## src/rtl/pop_stack_arbiter_if.sv

```systemverilog
// Bundle for two round-robin requesters, the single response port and the stack status.
interface pop_stack_arbiter_if #(
  parameter int DEPTH = 4,
  parameter int WIDTH = 3,
  parameter int CW    = $clog2(DEPTH + 1)
);
  logic             a_valid;
  logic [1:0]       a_op;
  logic [WIDTH-1:0] a_data;
  logic             a_ready;
  logic             b_valid;
  logic [1:0]       b_op;
  logic [WIDTH-1:0] b_data;
  logic             b_ready;
  logic             resp_valid;
  logic             resp_id;
  logic [WIDTH-1:0] resp_data;
  logic             resp_err;
  logic [CW-1:0]    count;
  logic [CW-1:0]    shadow_count;
  logic             full;
  logic             empty;
  logic             busy;

  modport master (
    output a_valid, a_op, a_data, b_valid, b_op, b_data,
    input  a_ready, b_ready, resp_valid, resp_id, resp_data, resp_err,
           count, shadow_count, full, empty, busy
  );

  modport slave (
    input  a_valid, a_op, a_data, b_valid, b_op, b_data,
    output a_ready, b_ready, resp_valid, resp_id, resp_data, resp_err,
           count, shadow_count, full, empty, busy
  );
endinterface

```

## src/rtl/pop_stack_arbiter.sv

```systemverilog
// Round-robin arbitrated LIFO stack with a shadow bank that is exchanged one entry per cycle.
//   state | meaning
//   IDLE  | accepting requests; push/pop/nop answered on the following cycle
//   SWAP  | exchanging main[idx] with shadow[idx], one entry per cycle
//   RESP  | one-cycle response for a completed swap
module pop_stack_arbiter #(
  parameter int DEPTH = 4,
  parameter int WIDTH = 3
) (
  input logic                clk,
  input logic                reset,
  pop_stack_arbiter_if.slave bus
);
  localparam int CW = $clog2(DEPTH + 1);
  localparam int IW = $clog2(DEPTH);
  localparam logic [IW-1:0] LAST_IDX = IW'(DEPTH - 1);
  localparam logic [1:0] OP_PUSH = 2'b01;
  localparam logic [1:0] OP_POP  = 2'b10;
  localparam logic [1:0] OP_SWAP = 2'b11;

  typedef enum logic [1:0] {IDLE, SWAP, RESP} state_e;

  state_e           state_q, state_d;
  logic [WIDTH-1:0] main_q   [DEPTH];
  logic [WIDTH-1:0] main_d   [DEPTH];
  logic [WIDTH-1:0] shadow_q [DEPTH];
  logic [WIDTH-1:0] shadow_d [DEPTH];
  logic [CW-1:0]    count_q, count_d;
  logic [CW-1:0]    shadow_count_q, shadow_count_d;
  logic [IW-1:0]    idx_q, idx_d;
  logic             last_q, last_d;
  logic             resp_valid_q, resp_valid_d;
  logic             resp_id_q, resp_id_d;
  logic [WIDTH-1:0] resp_data_q, resp_data_d;
  logic             resp_err_q, resp_err_d;

  logic             grant_a, grant_b;
  logic             a_ready, b_ready, busy;
  logic             full, empty;
  logic             acc, acc_id;
  logic [1:0]       acc_op;
  logic [WIDTH-1:0] acc_data;
  logic [IW-1:0]    push_idx, top_idx;

  assign full     = (count_q == CW'(DEPTH));
  assign empty    = (count_q == '0);
  assign acc      = a_ready | b_ready;
  assign acc_id   = b_ready;
  assign acc_op   = b_ready ? bus.b_op : bus.a_op;
  assign acc_data = b_ready ? bus.b_data : bus.a_data;
  assign push_idx = IW'(count_q);
  assign top_idx  = IW'(count_q - CW'(1));

  always_ff @(posedge clk) begin
    if (reset) state_q <= IDLE;
    else       state_q <= state_d;
  end

  always_comb begin
    state_d = state_q;
    case (state_q)
      IDLE:    if (acc && acc_op == OP_SWAP) state_d = SWAP;
      SWAP:    if (idx_q == LAST_IDX) state_d = RESP;
      RESP:    state_d = IDLE;
      default: state_d = IDLE;
    endcase
  end

  // last_q = 1 means B was served most recently, so A wins a tie
  always_comb begin
    grant_a = bus.a_valid && (!bus.b_valid || last_q);
    grant_b = bus.b_valid && (!bus.a_valid || !last_q);
    a_ready = (state_q == IDLE) && grant_a;
    b_ready = (state_q == IDLE) && grant_b;
    busy    = (state_q != IDLE);
  end

  always_comb begin
    main_d         = main_q;
    shadow_d       = shadow_q;
    count_d        = count_q;
    shadow_count_d = shadow_count_q;
    idx_d          = idx_q;
    last_d         = last_q;
    resp_valid_d   = 1'b0;
    resp_id_d      = resp_id_q;
    resp_data_d    = '0;
    resp_err_d     = 1'b0;
    case (state_q)
      IDLE: begin
        if (acc) begin
          last_d    = acc_id;
          resp_id_d = acc_id;
          case (acc_op)
            OP_PUSH: begin
              resp_valid_d = 1'b1;
              if (full) begin
                resp_err_d = 1'b1;
              end else begin
                main_d[push_idx] = acc_data;
                count_d          = count_q + CW'(1);
              end
            end
            OP_POP: begin
              resp_valid_d = 1'b1;
              if (empty) begin
                resp_err_d = 1'b1;
              end else begin
                resp_data_d     = main_q[top_idx];
                main_d[top_idx] = '0;
                count_d         = count_q - CW'(1);
              end
            end
            OP_SWAP: idx_d = '0;
            default: begin
              resp_valid_d = 1'b1;
              resp_err_d   = 1'b1;
            end
          endcase
        end
      end
      SWAP: begin
        main_d[idx_q]   = shadow_q[idx_q];
        shadow_d[idx_q] = main_q[idx_q];
        idx_d           = idx_q + IW'(1);
        // resp_id_q still holds the swap requester captured at acceptance
        if (idx_q == LAST_IDX) begin
          idx_d          = '0;
          count_d        = shadow_count_q;
          shadow_count_d = count_q;
          resp_valid_d   = 1'b1;
        end
      end
      default: ;
    endcase
  end

  always_ff @(posedge clk) begin
    if (reset) begin
      for (int i = 0; i < DEPTH; i++) begin
        main_q[i]   <= '0;
        shadow_q[i] <= '0;
      end
      count_q        <= '0;
      shadow_count_q <= '0;
      idx_q          <= '0;
      last_q         <= 1'b1;
      resp_valid_q   <= 1'b0;
      resp_id_q      <= 1'b0;
      resp_data_q    <= '0;
      resp_err_q     <= 1'b0;
    end else begin
      main_q         <= main_d;
      shadow_q       <= shadow_d;
      count_q        <= count_d;
      shadow_count_q <= shadow_count_d;
      idx_q          <= idx_d;
      last_q         <= last_d;
      resp_valid_q   <= resp_valid_d;
      resp_id_q      <= resp_id_d;
      resp_data_q    <= resp_data_d;
      resp_err_q     <= resp_err_d;
    end
  end

  assign bus.a_ready      = a_ready;
  assign bus.b_ready      = b_ready;
  assign bus.busy         = busy;
  assign bus.full         = full;
  assign bus.empty        = empty;
  assign bus.count        = count_q;
  assign bus.shadow_count = shadow_count_q;
  assign bus.resp_valid   = resp_valid_q;
  assign bus.resp_id      = resp_id_q;
  assign bus.resp_data    = resp_data_q;
  assign bus.resp_err     = resp_err_q;
endmodule

```

## src/flat_wrapper.sv

```systemverilog
// flat-port wrapper written by rule: the top's interface ports become plain ports
module pop_stack_arbiter_flat 
#(
  parameter int DEPTH = 4,
  parameter int WIDTH = 3
)
  (clk, reset, bus_a_valid, bus_a_op, bus_a_data, bus_b_valid, bus_b_op, bus_b_data, bus_a_ready, bus_b_ready, bus_resp_valid, bus_resp_id, bus_resp_data, bus_resp_err, bus_count, bus_shadow_count, bus_full, bus_empty, bus_busy);
  pop_stack_arbiter_if #(.DEPTH(DEPTH), .WIDTH(WIDTH)) bus_i ();
  input logic clk;
  input logic reset;
  input wire logic [$bits(bus_i.a_valid)-1:0] bus_a_valid;
  input wire logic [$bits(bus_i.a_op)-1:0] bus_a_op;
  input wire logic [$bits(bus_i.a_data)-1:0] bus_a_data;
  input wire logic [$bits(bus_i.b_valid)-1:0] bus_b_valid;
  input wire logic [$bits(bus_i.b_op)-1:0] bus_b_op;
  input wire logic [$bits(bus_i.b_data)-1:0] bus_b_data;
  output wire logic [$bits(bus_i.a_ready)-1:0] bus_a_ready;
  output wire logic [$bits(bus_i.b_ready)-1:0] bus_b_ready;
  output wire logic [$bits(bus_i.resp_valid)-1:0] bus_resp_valid;
  output wire logic [$bits(bus_i.resp_id)-1:0] bus_resp_id;
  output wire logic [$bits(bus_i.resp_data)-1:0] bus_resp_data;
  output wire logic [$bits(bus_i.resp_err)-1:0] bus_resp_err;
  output wire logic [$bits(bus_i.count)-1:0] bus_count;
  output wire logic [$bits(bus_i.shadow_count)-1:0] bus_shadow_count;
  output wire logic [$bits(bus_i.full)-1:0] bus_full;
  output wire logic [$bits(bus_i.empty)-1:0] bus_empty;
  output wire logic [$bits(bus_i.busy)-1:0] bus_busy;
  assign bus_i.a_valid = bus_a_valid;
  assign bus_i.a_op = bus_a_op;
  assign bus_i.a_data = bus_a_data;
  assign bus_i.b_valid = bus_b_valid;
  assign bus_i.b_op = bus_b_op;
  assign bus_i.b_data = bus_b_data;
  assign bus_a_ready = bus_i.a_ready;
  assign bus_b_ready = bus_i.b_ready;
  assign bus_resp_valid = bus_i.resp_valid;
  assign bus_resp_id = bus_i.resp_id;
  assign bus_resp_data = bus_i.resp_data;
  assign bus_resp_err = bus_i.resp_err;
  assign bus_count = bus_i.count;
  assign bus_shadow_count = bus_i.shadow_count;
  assign bus_full = bus_i.full;
  assign bus_empty = bus_i.empty;
  assign bus_busy = bus_i.busy;
  pop_stack_arbiter #(.DEPTH(DEPTH), .WIDTH(WIDTH)) u_core (.clk(clk), .reset(reset), .bus(bus_i));
endmodule
```

## config.mk

```make
export PLATFORM = sky130hd
export DESIGN_NAME = pop_stack_arbiter_flat
export DESIGN_NICKNAME = d
export VERILOG_FILES = /design/src/rtl/pop_stack_arbiter_if.sv /design/src/rtl/pop_stack_arbiter.sv /design/src/flat_wrapper.sv
export SDC_FILE = /design/constraint.sdc
export NUM_CORES = 1
export LEC_CHECK = 0
export BUFFER_PORTS_ARGS = -buffer_cell sky130_fd_sc_hd__buf_4
export CORE_MARGIN = 4
export CORE_UTILIZATION = 42
export CTS_CLUSTER_SIZE = 40
export DETAILED_ROUTE_END_ITERATION = 10
export PLACE_DENSITY_LB_ADDON = 0.15
export SETUP_SLACK_MARGIN = 0.4
export SLEW_MARGIN = 20
export SYNTH_ARGS = -nofsm -noshare
export SYNTH_HDL_FRONTEND = slang
export SYNTH_SLANG_ARGS = --single-unit
```

## constraint.sdc

```tcl
create_clock -name clk -period 6.8 [get_ports clk]
set_input_delay 0 -clock clk [delete_from_list [all_inputs] [get_ports clk]]
set_output_delay 0 -clock clk [all_outputs]
set_load 0.02 [all_outputs]
```

Word-level counts from Yosys, hierarchy flattened

Index checks and enable logic that the tools add are counted.

Magnitude comparators: 6
Equality and inequality tests: 13
Bitwise logic cells: 9
Reduce and logical (&&, ||, !) cells: 25
Muxes and demuxes: 45
$add $sub $neg: 3

Operators with widths:

| kind                                                        | number |
|---|---|
| one-hot mux 12 bit (2 select lines)                         | 2 |
| two-way mux 3 bit                                           | 14 |
| bitwise mux 12 bit                                          | 3 |
| two-way mux 12 bit                                          | 3 |
| binary-select mux 3 bit (select 2 bit)                      | 3 |
| demux 3 bit (select 2 bit)                                  | 3 |
| AND 12 bit                                                  | 1 |
| two-way mux 2 bit                                           | 6 |
| NOT 12 bit                                                  | 1 |
| one-hot mux 3 bit (2 select lines)                          | 2 |
| >= comparator 3 bit (second input constant)                 | 3 |
| less-than comparator 3 x 1 -> 1 bit (second input constant) | 3 |
| != test 3 bit (second input constant)                       | 3 |
| NOT 2 -> 3 bit                                              | 3 |
| logical AND 1 bit                                           | 8 |
| != test 2 x 1 -> 1 bit (second input constant)              | 4 |
| one-hot mux 2 bit (2 select lines)                          | 2 |
| == test 2 bit (second input constant)                       | 3 |
| AND reduction 2 bit                                         | 3 |
| AND reduction 6 bit                                         | 1 |
| two-way mux 1 bit                                           | 5 |
| AND reduction 5 bit                                         | 1 |
| OR reduction 5 bit                                          | 1 |
| == test 2 x 1 -> 1 bit (second input constant)              | 2 |
| 15 further kinds                                            | 21 |

Bits of input ports: 14
Register bits: 41
Output and inout bits: 17

Depth between registers and ports, before layout

Gate-level depths: netlist of the first run.

Word-level depth: 12
Gate-level depth with buffers: 10

Worst setup path before layout of the first run

OpenSTA, ideal clock, no wires.

Path kind: register -> register
Start: reg u_core.state_q[1]
End: reg u_core.main_q[5] (netlist name)
Stages on the path, launching flop included: 11
Arrival time: 2.137 ns
Path slack: 4.547 ns
Cell sequence: dfxtp_1 nor2_4 nand3_2 mux2i_1 inv_1 ha_1 mux2i_2 o21ai_4 o31ai_4 a21oi_1 a31o_1

Cells in the longest elaborated chain, start to end: 8
Elaborated cells between the ends (all ways): 20
Those cells by class: 7 x eq/ne; 7 x mux; 1 x bitwise; 5 x reduce/logical

Ends and longest elaborated chain:

| item                                | RTL line                                                                  | RTL |
|---|---|---|
| from (decl)                         | pop_stack_arbiter.sv:23                                                   | `state_e state_q, state_d;` |
| from (signal assigned)              | pop_stack_arbiter.sv:56                                                   | `else state_q <= state_d;` |
| zero test 2 bit                     | pop_stack_arbiter.sv:73, pop_stack_arbiter.sv:74, pop_stack_arbiter.sv:89 |  |
| logical AND 1 bit                   | pop_stack_arbiter.sv:74                                                   | `b_ready = (state_q == IDLE) && grant_b;` |
| two-way mux 3 bit                   | pop_stack_arbiter.sv:50                                                   | `assign acc_data = b_ready ? bus.b_data : bus.a_data;` |
| bitwise mux 12 bit                  | pop_stack_arbiter.sv:100                                                  | `main_d[push_idx] = acc_data;` |
| two-way mux 12 bit                  | pop_stack_arbiter.sv:97                                                   | `if (full) begin` |
| one-hot mux 12 bit (2 select lines) | pop_stack_arbiter.sv:94                                                   | `case (acc_op)` |
| two-way mux 12 bit                  | pop_stack_arbiter.sv:91                                                   | `if (acc) begin` |
| one-hot mux 12 bit (2 select lines) | pop_stack_arbiter.sv:89                                                   | `case (state_q)` |
| to (signal assigned)                | pop_stack_arbiter.sv:153                                                  | `main_q <= main_d;` |
| to (decl)                           | pop_stack_arbiter.sv:24                                                   | `logic [WIDTH-1:0] main_q [DEPTH];` |

Parallel ways exist; a longest one is shown, timed or not. The select of a mux whose other input is x is not followed.
A chain may end at the register's enable or synchronous reset.

Worst setup path in the final report of the first run

Same ends and word-level chain as after synthesis.

==> results of run 1 <==
sequential cells by signal (all words and copies together) (netlist names):
| signal | cells |
|---|---|
| u_core.bus.resp_err | 1 |
| u_core.bus.count | 3 |
| u_core.state_q | 2 |
| u_core.bus.resp_id | 1 |
| u_core.idx_q | 2 |
| u_core.main_q | 12 |
| u_core.shadow_q | 12 |
| u_core.bus.resp_valid | 1 |
| u_core.last_q | 1 |
| u_core.bus.resp_data | 3 |
| u_core.bus.shadow_count | 3 |
report_power, final:
part	internal [uW]	switching [uW]	total [uW]
logic	63.9	86.3	150
clock network	120	83.9	204
registers	249	13.7	263
total	433	184	617
final timing paths:
kind / slack (ns) / cells past startpoint / startpoint / end
worst min-delay path: 0.05 / 4 / bus_a_valid / u_core.last_q
worst max-delay path: 4.12 / 10 / u_core.state_q[1] / u_core.main_q[5]
worst max register to register: 4.12 / 10 / u_core.state_q[1] / u_core.main_q[5]
worst min register to register: 0.46 / 2 / u_core.shadow_q[11] / u_core.shadow_q[11]
worst max-delay path, cell delays in order, from the launching register on:
cell and delay (ns):
dfxtp_1 0.36, nor2_4 0.16, nand3_2 0.23, mux2i_1 0.32
inv_1 0.11, ha_1 0.34, mux2i_2 0.29, o21ai_4 0.13
o31ai_4 0.34, a21oi_1 0.11, a31o_1 0.19
layout make-up:
class                   instances  area, um2
clock buffers                   7       86.3
clock inverters                 1       30.0
well taps                      70       87.6
repair buffers                 30        225
flip-flops and latches         41        821
fillers                       523       2550
multi-input cells             194       1390
inverters                      20       75.1
per-stage QoR:
stage / utilization / std cells / instance area (um2) / setup slack (ns)
floorplan: - / 267 / 2340 / 4.55
global placement: 0.493 / 355 / 2600 / 4.23
detailed placement: 0.493 / 355 / 2600 / 4.11
CTS: 0.515 / 363 / 2720 / 4.10
global route: 0.515 / 363 / 2720 / 3.87
finish: 0.515 / 363 / 2720 / 4.12
per-layer routing:
layer | vias up | track usage | part of all wire
li1 | 979 | - | -
met1 | 909 | 0.240 | 0.45
met2 | 48 | 0.320 | 0.48
met3 | 4 | 0.0325 | 0.054
met4 | 0 | 0.0605 | 0.0088
met5 | - | 0 | 0
cells by family after synthesis:
group                    share of synthesized area
AND/OR/NAND/NOR                              0.176
AO/OA/AOI/OAI                                0.214
flip-flops                                   0.350
buffers and inverters                       0.0556
multiplexers                                 0.131
adder cells (fa/ha/maj)                     0.0694
XOR/XNOR                                   0.00374
synth_stat cells (all sizes together) (2+ instances only):
| cell | n |
|---|---|
| nand2 | 53 |
| dfxtp | 41 |
| a21oi | 22 |
| inv | 20 |
| nor2 | 20 |
| o21ai | 14 |
| ha | 13 |
| a2bb2oi | 10 |
| mux2i | 10 |
| mux4 | 9 |
| a211o | 8 |
| buf | 8 |
| o31ai | 5 |
| and2 | 4 |
| clkbuf | 4 |
| nor2b | 3 |
| or2 | 3 |
| nand2b | 2 |
| nand3 | 2 |
| nor3 | 2 |
| o21a | 2 |
| o32ai | 2 |
==> qor.csv, run 1 <==
stage;metric;value;unit
synth;async_flop_share;0;
place;gp_congestion;0.828;
worst_setup_path;arrival;2.87;ns
routing;drtPass1Iterations;4;
cells_and_area;final_common_cell;nand2_1;
synth;yosysWarningCount;0;
hold_path;hp-class;in2reg;
synth;netlist_instances;267;
global_routing;globalRouteOverflowTotal;0;
worst_setup_path;required;6.99;ns
place;port_buffers;30;
routing;wl;5790;um
clock_tree;worstSkewPairLatency;0.29;ns
cells_and_area;layout_common_cells;nand2_1, dfxtp_1, buf_4;
cells_and_area;drive_above_1_share;0.198;
sta;clock.fmax;373;MHz
sta;whs;0.0509;ns
synth;synthDistinctLibCells;45;
power_and_ir_drop;cellPowerDensity;227;mW/mm2
synth;synthFlopType;dfxtp_1;
sta;drv_slew;0;
power_and_ir_drop;power.total;617;uW
cells_and_area;syn2layout_area_growth;16.0;%
floorplan;coreArea;0.00527;mm2
floorplan;ios;31;
power_and_ir_drop;power_leakage;0.00105;uW
floorplan;chipWidth;82.7;um
worst_setup_path;criticalPathCategory;reg2reg;
clock_tree;cts_made_buffers;5;
synth;synth.largest_area_cell;dfxtp_1;
flow_run;cap_violations;0;
cells_and_area;antennaDiodeCount;0;
sta;rsz0062_at_grt;no;
clock_tree;clock_sinks;41;
sta;post-route-period-util;0.395;
synth;avgSynthCellArea;8.77;um2
floorplan;die_y;82.7;um
clock_tree;clock_path_buffers;2;
worst_setup_path;cp-start-kind;flip-flop;
clock_tree;htreeDepth;2;
worst_setup_path;cp_max_fo;11;
global_routing;grt_pass1_vias;1897;
global_routing;grt_max_degree;38;
clock_tree;clk_pin_slew;0.08;ns
floorplan;start_util;0.444;
global_routing;grt_util_all_layers;0.188;
routing;drt_iter0_drc;105;
cells_and_area;fin_nets;319;
synth;synth_top_area_frac;0.350;
sta;fin_worst_skew;0.00455;ns
synth;synth_edf_count;0;
floorplan;dieArea;0.00684;mm2
sta;period_minus_slack;2.68;ns
sta;finalHoldViolations;0;
routing;route.detailed.drc;0;
synth;syn_area;0.00234;mm2
clock_tree;root_buffer;clkbuf_8;
place;dp_hpwl;4270;um
status;outcome;finished clean;
power_and_ir_drop;ir_drop;0.103;mV
synth;synth_area_leaders;dfxtp_1, mux4_2, nand2_1, ha_1, a21oi_1;
sta;setup_viol;0;
floorplan;num_rows;26;
sta;slew_headroom;0.371;
synth;synth_seq_cells;41;
clock_tree;cts_tree;built;
worst_setup_path;end_kind;flip-flop;
global_routing;grt_pass1_wl;9490;um
synth;ys_seq_area_frac;0.350;
sta;tns;0;ns
synth;synth_nets;294;
sta;worst_pin_slew;0.940;ns
routing;wl_per_cell;15.9;um
clock_tree;cts_setup_buffers;0;
clock_tree;cts_resized;0;
routing;detail-route-antenna-nets;0;
global_routing;antenna_found_initial;0;
routing;vias;1940;
clock_tree;cts_hold_buf;0;
routing;vias_per_cell;5.34;
Power figures use the tool's default switching activity.
==> run 2: changes to the inputs <==
clock period = 2.5 ns   (was 6.8 ns; I/O delays follow)
==> run 2 against run 1 <==
Against the previous run: critical path depth is the same; combinational power grew to 3.3 times the previous value; non-clock buffer count grew 16; clock power grew to 2.7 times the previous value; critical endpoint unchanged.
==> qor.csv, run 2 (synthesis gave the netlist of run 1 again) <==
stage;metric;value;unit;change
flow_run;cap_violations;0;;unchanged
sta;tns;0;ns;unchanged
routing;vias;2065;;+6.4%
routing;wl_per_cell;16.9;um;+6.0%
power_and_ir_drop;power_leakage;0.00114;uW;+8.3%
routing;wl;6400;um;+11%
hold_path;min_from;bus_a_valid;;
hold_path;hp-class;in2reg;;
sta;clock.fmax;466;MHz;+25%
hold_path;whs_path_depth;4;;unchanged
worst_setup_path;worstRegToRegCells;10;;unchanged
floorplan;die_y;82.7;um;unchanged
floorplan;num_rows;26;;unchanged
global_routing;globalRouteOverflowTotal;0;;unchanged
worst_setup_path;arrival;2.34;ns;-0.53 ns
status;outcome;finished clean;;
clock_tree;htreeDepth;2;;unchanged
floorplan;ios;31;;unchanged
floorplan;start_util;0.444;;unchanged
sta;worst_pin_slew;0.670;ns;-0.271 ns
sta;post-route-period-util;0.858;;+0.463
floorplan;coreArea;0.00527;mm2;unchanged
sta;period_minus_slack;2.15;ns;-0.538 ns
cells_and_area;syn2layout_area_growth;26.0;%;
cells_and_area;antennaDiodeCount;0;;unchanged
cells_and_area;final_common_cell;nand2_1;;
worst_setup_path;criticalPathCategory;reg2reg;;
worst_setup_path;r2r_start;u_core.state_q[1];;
worst_setup_path;cp_max_fo;6;;-5
power_and_ir_drop;comb_power_share;0.284;;+0.040
routing;drt-met1-wl;2740;um;+4.2%
routing;met2_length;3190;um;+14%
sta;slew_headroom;0.553;;+0.183
routing;detail-route-antenna-nets;0;;unchanged
global_routing;antenna_found_initial;0;;unchanged
global_routing;grt_max_degree;38;;unchanged
clock_tree;root_buffer;clkbuf_8;;
cells_and_area;layout_common_cells;nand2_1, buf_4, dfxtp_1;;
cells_and_area;drive_above_1_share;0.282;;+0.0836
routing;drt_iter0_drc;90;;-14%
place;dp_hpwl;4640;um;+8.7%
global_routing;grt_pass1_vias;2030;;+7.0%
cells_and_area;fin_nets;335;;+5.0%
cells_and_area;finalNonFillerCells;379;;+4.4%
sta;drv_slew;0;;unchanged
sta;rsz0062_at_grt;yes;;
worst_setup_path;cp-start-kind;flip-flop;;
clock_tree;clock_path_buffers;2;;unchanged
place;placed_cells;361;;+1.7%
power_and_ir_drop;ir_drop;0.270;mV;+160%
power_and_ir_drop;p_int;1220;uW;+180%
routing;routed.top_layer;met4;;
routing;drtPass1Iterations;4;;unchanged
sta;finalHoldViolations;0;;unchanged
power_and_ir_drop;power.switching;543;uW;+200%
power_and_ir_drop;power.total;1760;uW;+190%
routing;vias_per_cell;5.45;;+1.9%
global_routing;grt_pass1_wl;10300;um;+8.0%
place;gp_congestion;0.872;;+5.3%
clock_tree;cts_made_buffers;5;;unchanged
power_and_ir_drop;swShare;0.308;;+0.00980
routing;detailroute.wirelength.met3;310;um;-1.6%
power_and_ir_drop;pwr-share-clk;0.317;;-0.013
global_routing;grt_util_all_layers;0.204;;+0.0160
worst_setup_path;reg2reg_slack;0.35;ns;-3.76 ns
place;port_buffers;30;;unchanged
clock_tree;cts_tree;built;;
sta;fin_worst_skew;0.00412;ns;-0.000437 ns
clock_tree;clk_pin_slew;0.08;ns;about the same
floorplan;chipWidth;82.7;um;unchanged
worst_setup_path;critical_path.startpoint;u_core.state_q[1];;
power_and_ir_drop;cellPowerDensity;598;mW/mm2;+160%
clock_tree;worstSkewPairLatency;0.30;ns;about the same
routing;route.detailed.drc;0;;unchanged
power_and_ir_drop;seq_power_share;0.399;;-0.027
clock_tree;clock_sinks;41;;unchanged
cells_and_area;largestRegisters;u_core.main_q: 12 flops, u_core.shadow_q: 12 flops;;
floorplan;dieArea;0.00684;mm2;unchanged
worst_setup_path;required;2.69;ns;-4.30 ns
worst_setup_path;end_kind;flip-flop;;
sta;setup_viol;0;;unchanged
## run 2: changes by cell type in the layout (fill, tap and decap cells not counted), sizes merged
cell / previous run / this run
buf: 30 / 46
## run 2: final timing paths
kind / end
worst max-delay path: u_core.main_q[5]
worst max register to register: u_core.main_q[5]
worst min register to register: u_core.shadow_q[2]
worst min-delay path: u_core.last_q
## run 2: what timing repair did
action,in CTS,in global routing
hold buffers,0,0
setup endpoints to repair,15,15
gates resized for setup,9,4
pin swaps,9,6
setup buffers,7,3
## run 2: power groups by stage
stage               logic (uW)  clock network (uW)  registers, uW
detailed placement         455                   0            720
floorplan                  319                   0            725
finish                     501                 558            704
global placement           453                   0            719
CTS                        487                 569            704
global route               542                 595            709
## run 2: through the flow
stage,util,instance area [um2],worst slack (ns),hold slack (ns)
6_report,0.560,2950,0.355,0.0621
5_1_grt,0.560,2950,0.278,0.0720
4_1_cts,0.554,2920,0.327,0.0488
3_5_place_dp,0.512,2700,0.225,0.357
3_3_place_gp,0.512,2700,0.270,0.358
2_1_floorplan,-,2390,0.416,0.139
## run 2: worst max-delay path: stages, from the launching register on
cell and delay [ns]:
dfxtp_4 0.36, nor2_4 0.13, nand3_4 0.12, mux2i_4 0.22, buf_12 0.13, ha_4 0.16, mux2i_4 0.19, o21ai_4 0.14
o31ai_4 0.29, a21oi_1 0.11, a31o_1 0.19
## run 2: layout make-up
type	instances	area [um2]
tap	70	87.6
timing repair buffer	46	358
clock buffer	7	86.3
inverter	20	75.1
fill	496	2320
clock inverter	1	30.0
sequential	41	827
multi-input combinational	194	1490
## run 2: layer usage
metal | global-route usage | vias to the layer above
li1 | - | 1008
met4 | 0.0801 | 0
met2 | 0.353 | 62
met1 | 0.245 | 979
met5 | 0 | -
met3 | 0.0412 | 16
==> run 3: changes to the inputs <==
clock period = 2.7 ns   (was 2.5 ns; I/O delays follow)
==> run 3 against run 2 <==
Against the previous run: critical path depth unchanged; clock skew rose by 0.0055 ns; count of clock-buffer cells in the layout shrank 1; global-route usage shrank 1.3 points; final area shrank 1.4%.
==> qor.csv, run 3 (synthesis gave the netlist of run 1 again) <==
stage;metric;value;unit;change
status;outcome;finished clean;;
cells_and_area;finalNonFillerCells;376;;-0.79%
worst_setup_path;cp_max_fo;6;;unchanged
sta;clock.fmax;460;MHz;-1.4%
global_routing;globalRouteOverflowTotal;0;;unchanged
routing;wl_per_cell;15.7;um;-6.8%
hold_path;hp-class;in2reg;;
place;placed_area;0.00265;mm2;-1.7%
sta;finalHoldViolations;0;;unchanged
global_routing;grt_pass1_wl;9760;um;-4.8%
clock_tree;clock_sinks;41;;unchanged
sta;whs;0.0589;ns;-0.00315 ns
cells_and_area;fillers;494;;-0.40%
global_routing;grt_max_degree;38;;unchanged
clock_tree;cts_made_buffers;5;;unchanged
floorplan;die_y;82.7;um;unchanged
power_and_ir_drop;cellPowerDensity;557;mW/mm2;-6.8%
worst_setup_path;end_kind;flip-flop;;
sta;tns;0;ns;unchanged
place;port_buffers;30;;unchanged
worst_setup_path;required;2.87;ns;+0.18 ns
sta;period_minus_slack;2.18;ns;+0.0305 ns
worst_setup_path;criticalPathCategory;reg2reg;;
floorplan;chipWidth;82.7;um;unchanged
routing;route.detailed.drc;0;;unchanged
global_routing;grt_pass1_vias;1975;;-2.7%
clock_tree;root_buffer;clkbuf_8;;
place;gp_congestion;0.829;;-4.9%
cells_and_area;antennaDiodeCount;0;;unchanged
cells_and_area;final_common_cell;nand2_1;;
power_and_ir_drop;power_leakage;0.00112;uW;-1.8%
flow_run;cap_violations;0;;unchanged
sta;setup_viol;0;;unchanged
place;placed_cells;362;;+0.28%
routing;wl;5920;um;-7.6%
place;dp_hpwl;4410;um;-5.0%
sta;drv_slew;0;;unchanged
cells_and_area;layout_common_cells;nand2_1, buf_4, dfxtp_1;;
global_routing;grt_util_all_layers;0.191;;-0.0130
worst_setup_path;arrival;2.34;ns;about the same
clock_tree;cts_hold_buf;0;;unchanged
worst_setup_path;cp-start-kind;flip-flop;;
global_routing;antenna_found_initial;0;;unchanged
worst_setup_path;worstRegToRegCells;10;;unchanged
clock_tree;worstSkewPairLatency;0.30;ns;about the same
cells_and_area;drive_above_1_share;0.268;;-0.0136
floorplan;num_rows;26;;unchanged
sta;worst_pin_slew;0.683;ns;+0.0135 ns
sta;slew_headroom;0.544;;-0.00903
cells_and_area;largestRegisters;u_core.main_q: 12 flops, u_core.shadow_q: 12 flops;;
routing;vias_per_cell;5.31;;-2.6%
sta;fin_worst_skew;0.00964;ns;+0.00552 ns
clock_tree;clk_pin_slew;0.08;ns;about the same
floorplan;dieArea;0.00684;mm2;unchanged
floorplan;coreArea;0.00527;mm2;unchanged
routing;drt_iter0_drc;66;;-27%
cells_and_area;fin_nets;332;;-0.90%
sta;post-route-period-util;0.806;;-0.0523
floorplan;ios;31;;unchanged
cells_and_area;finish.instance_area;0.00291;mm2;-1.4%
power_and_ir_drop;ir_drop;0.441;mV;+63%
routing;drtPass1Iterations;4;;unchanged
sta;rsz0062_at_grt;no;;
floorplan;start_util;0.444;;unchanged
clock_tree;cts_tree;built;;
hold_path;whs_path_depth;4;;unchanged
routing;detail-route-antenna-nets;0;;unchanged
clock_tree;clock_path_buffers;2;;unchanged
routing;vias;1995;;-3.4%
clock_tree;htreeDepth;2;;unchanged
cells_and_area;syn2layout_area_growth;24.1;%;
[run 3: per-layer routing]
layer,vias to the layer above,global-route usage,wire length [um]
li1,1006,-,-
met4,0,0.0490,71
met2,39,0.318,2900
met1,942,0.253,2750
met3,8,0.0358,194
met5,-,0,0
[run 3: layout make-up]
cell class / count / area [um2] / share of cell area
multi-input cells: 194 / 1470 / 0.506
flip-flops and latches: 41 / 827 / 0.284
repair buffers: 43 / 327 / 0.112
well taps: 70 / 87.6 / 0.0301
clock buffers: 6 / 82.6 / 0.0284
inverters: 20 / 75.1 / 0.0258
clock inverters: 2 / 37.5 / 0.0129
[run 3: final timing paths]
check,from,endpoint,slack (ns)
setup / recovery,u_core.state_q[0],u_core.main_q[1],0.52
hold / removal,bus_a_valid,u_core.last_q,0.06
setup reg to reg,u_core.state_q[0],u_core.main_q[1],0.52
hold reg to reg,u_core.shadow_q[3],u_core.shadow_q[3],0.46
[run 3: what timing repair did]
item	in CTS	in global routing
gates resized for setup	6	13
buffers inserted	2	4
setup endpoints to repair	15	15
pin swaps	2	8
[run 3: worst max-delay path, cell delays in order (launching register included)]
cell	delay (ns)
dfxtp_4	0.37
nor2_4	0.13
nand3_4	0.10
mux2i_2	0.20
inv_1	0.10
ha_2	0.20
mux2i_4	0.18
o21ai_4	0.15
o31a_1	0.39
nor2_2	0.14
o32ai_2	0.09
[run 3: power by group]
part | leakage [uW] | internal, uW | total, uW | switching [uW]
clock | 0.0000574 | 301 | 528 | 227
sequential | 0.000333 | 628 | 647 | 19.7
combinational | 0.000727 | 191 | 445 | 254
total | 0.00112 | 1120 | 1620 | 500
[run 3: through the flow]
step / worst slack [ns] / utilization / total power, uW
after global placement: 0.395 / 0.503 / 1060
after global routing: 0.390 / 0.552 / 1700
after floorplan: 0.447 / - / 947
after CTS: 0.389 / 0.535 / 1610
after detailed placement: 0.270 / 0.503 / 1070
final: 0.524 / 0.552 / 1620
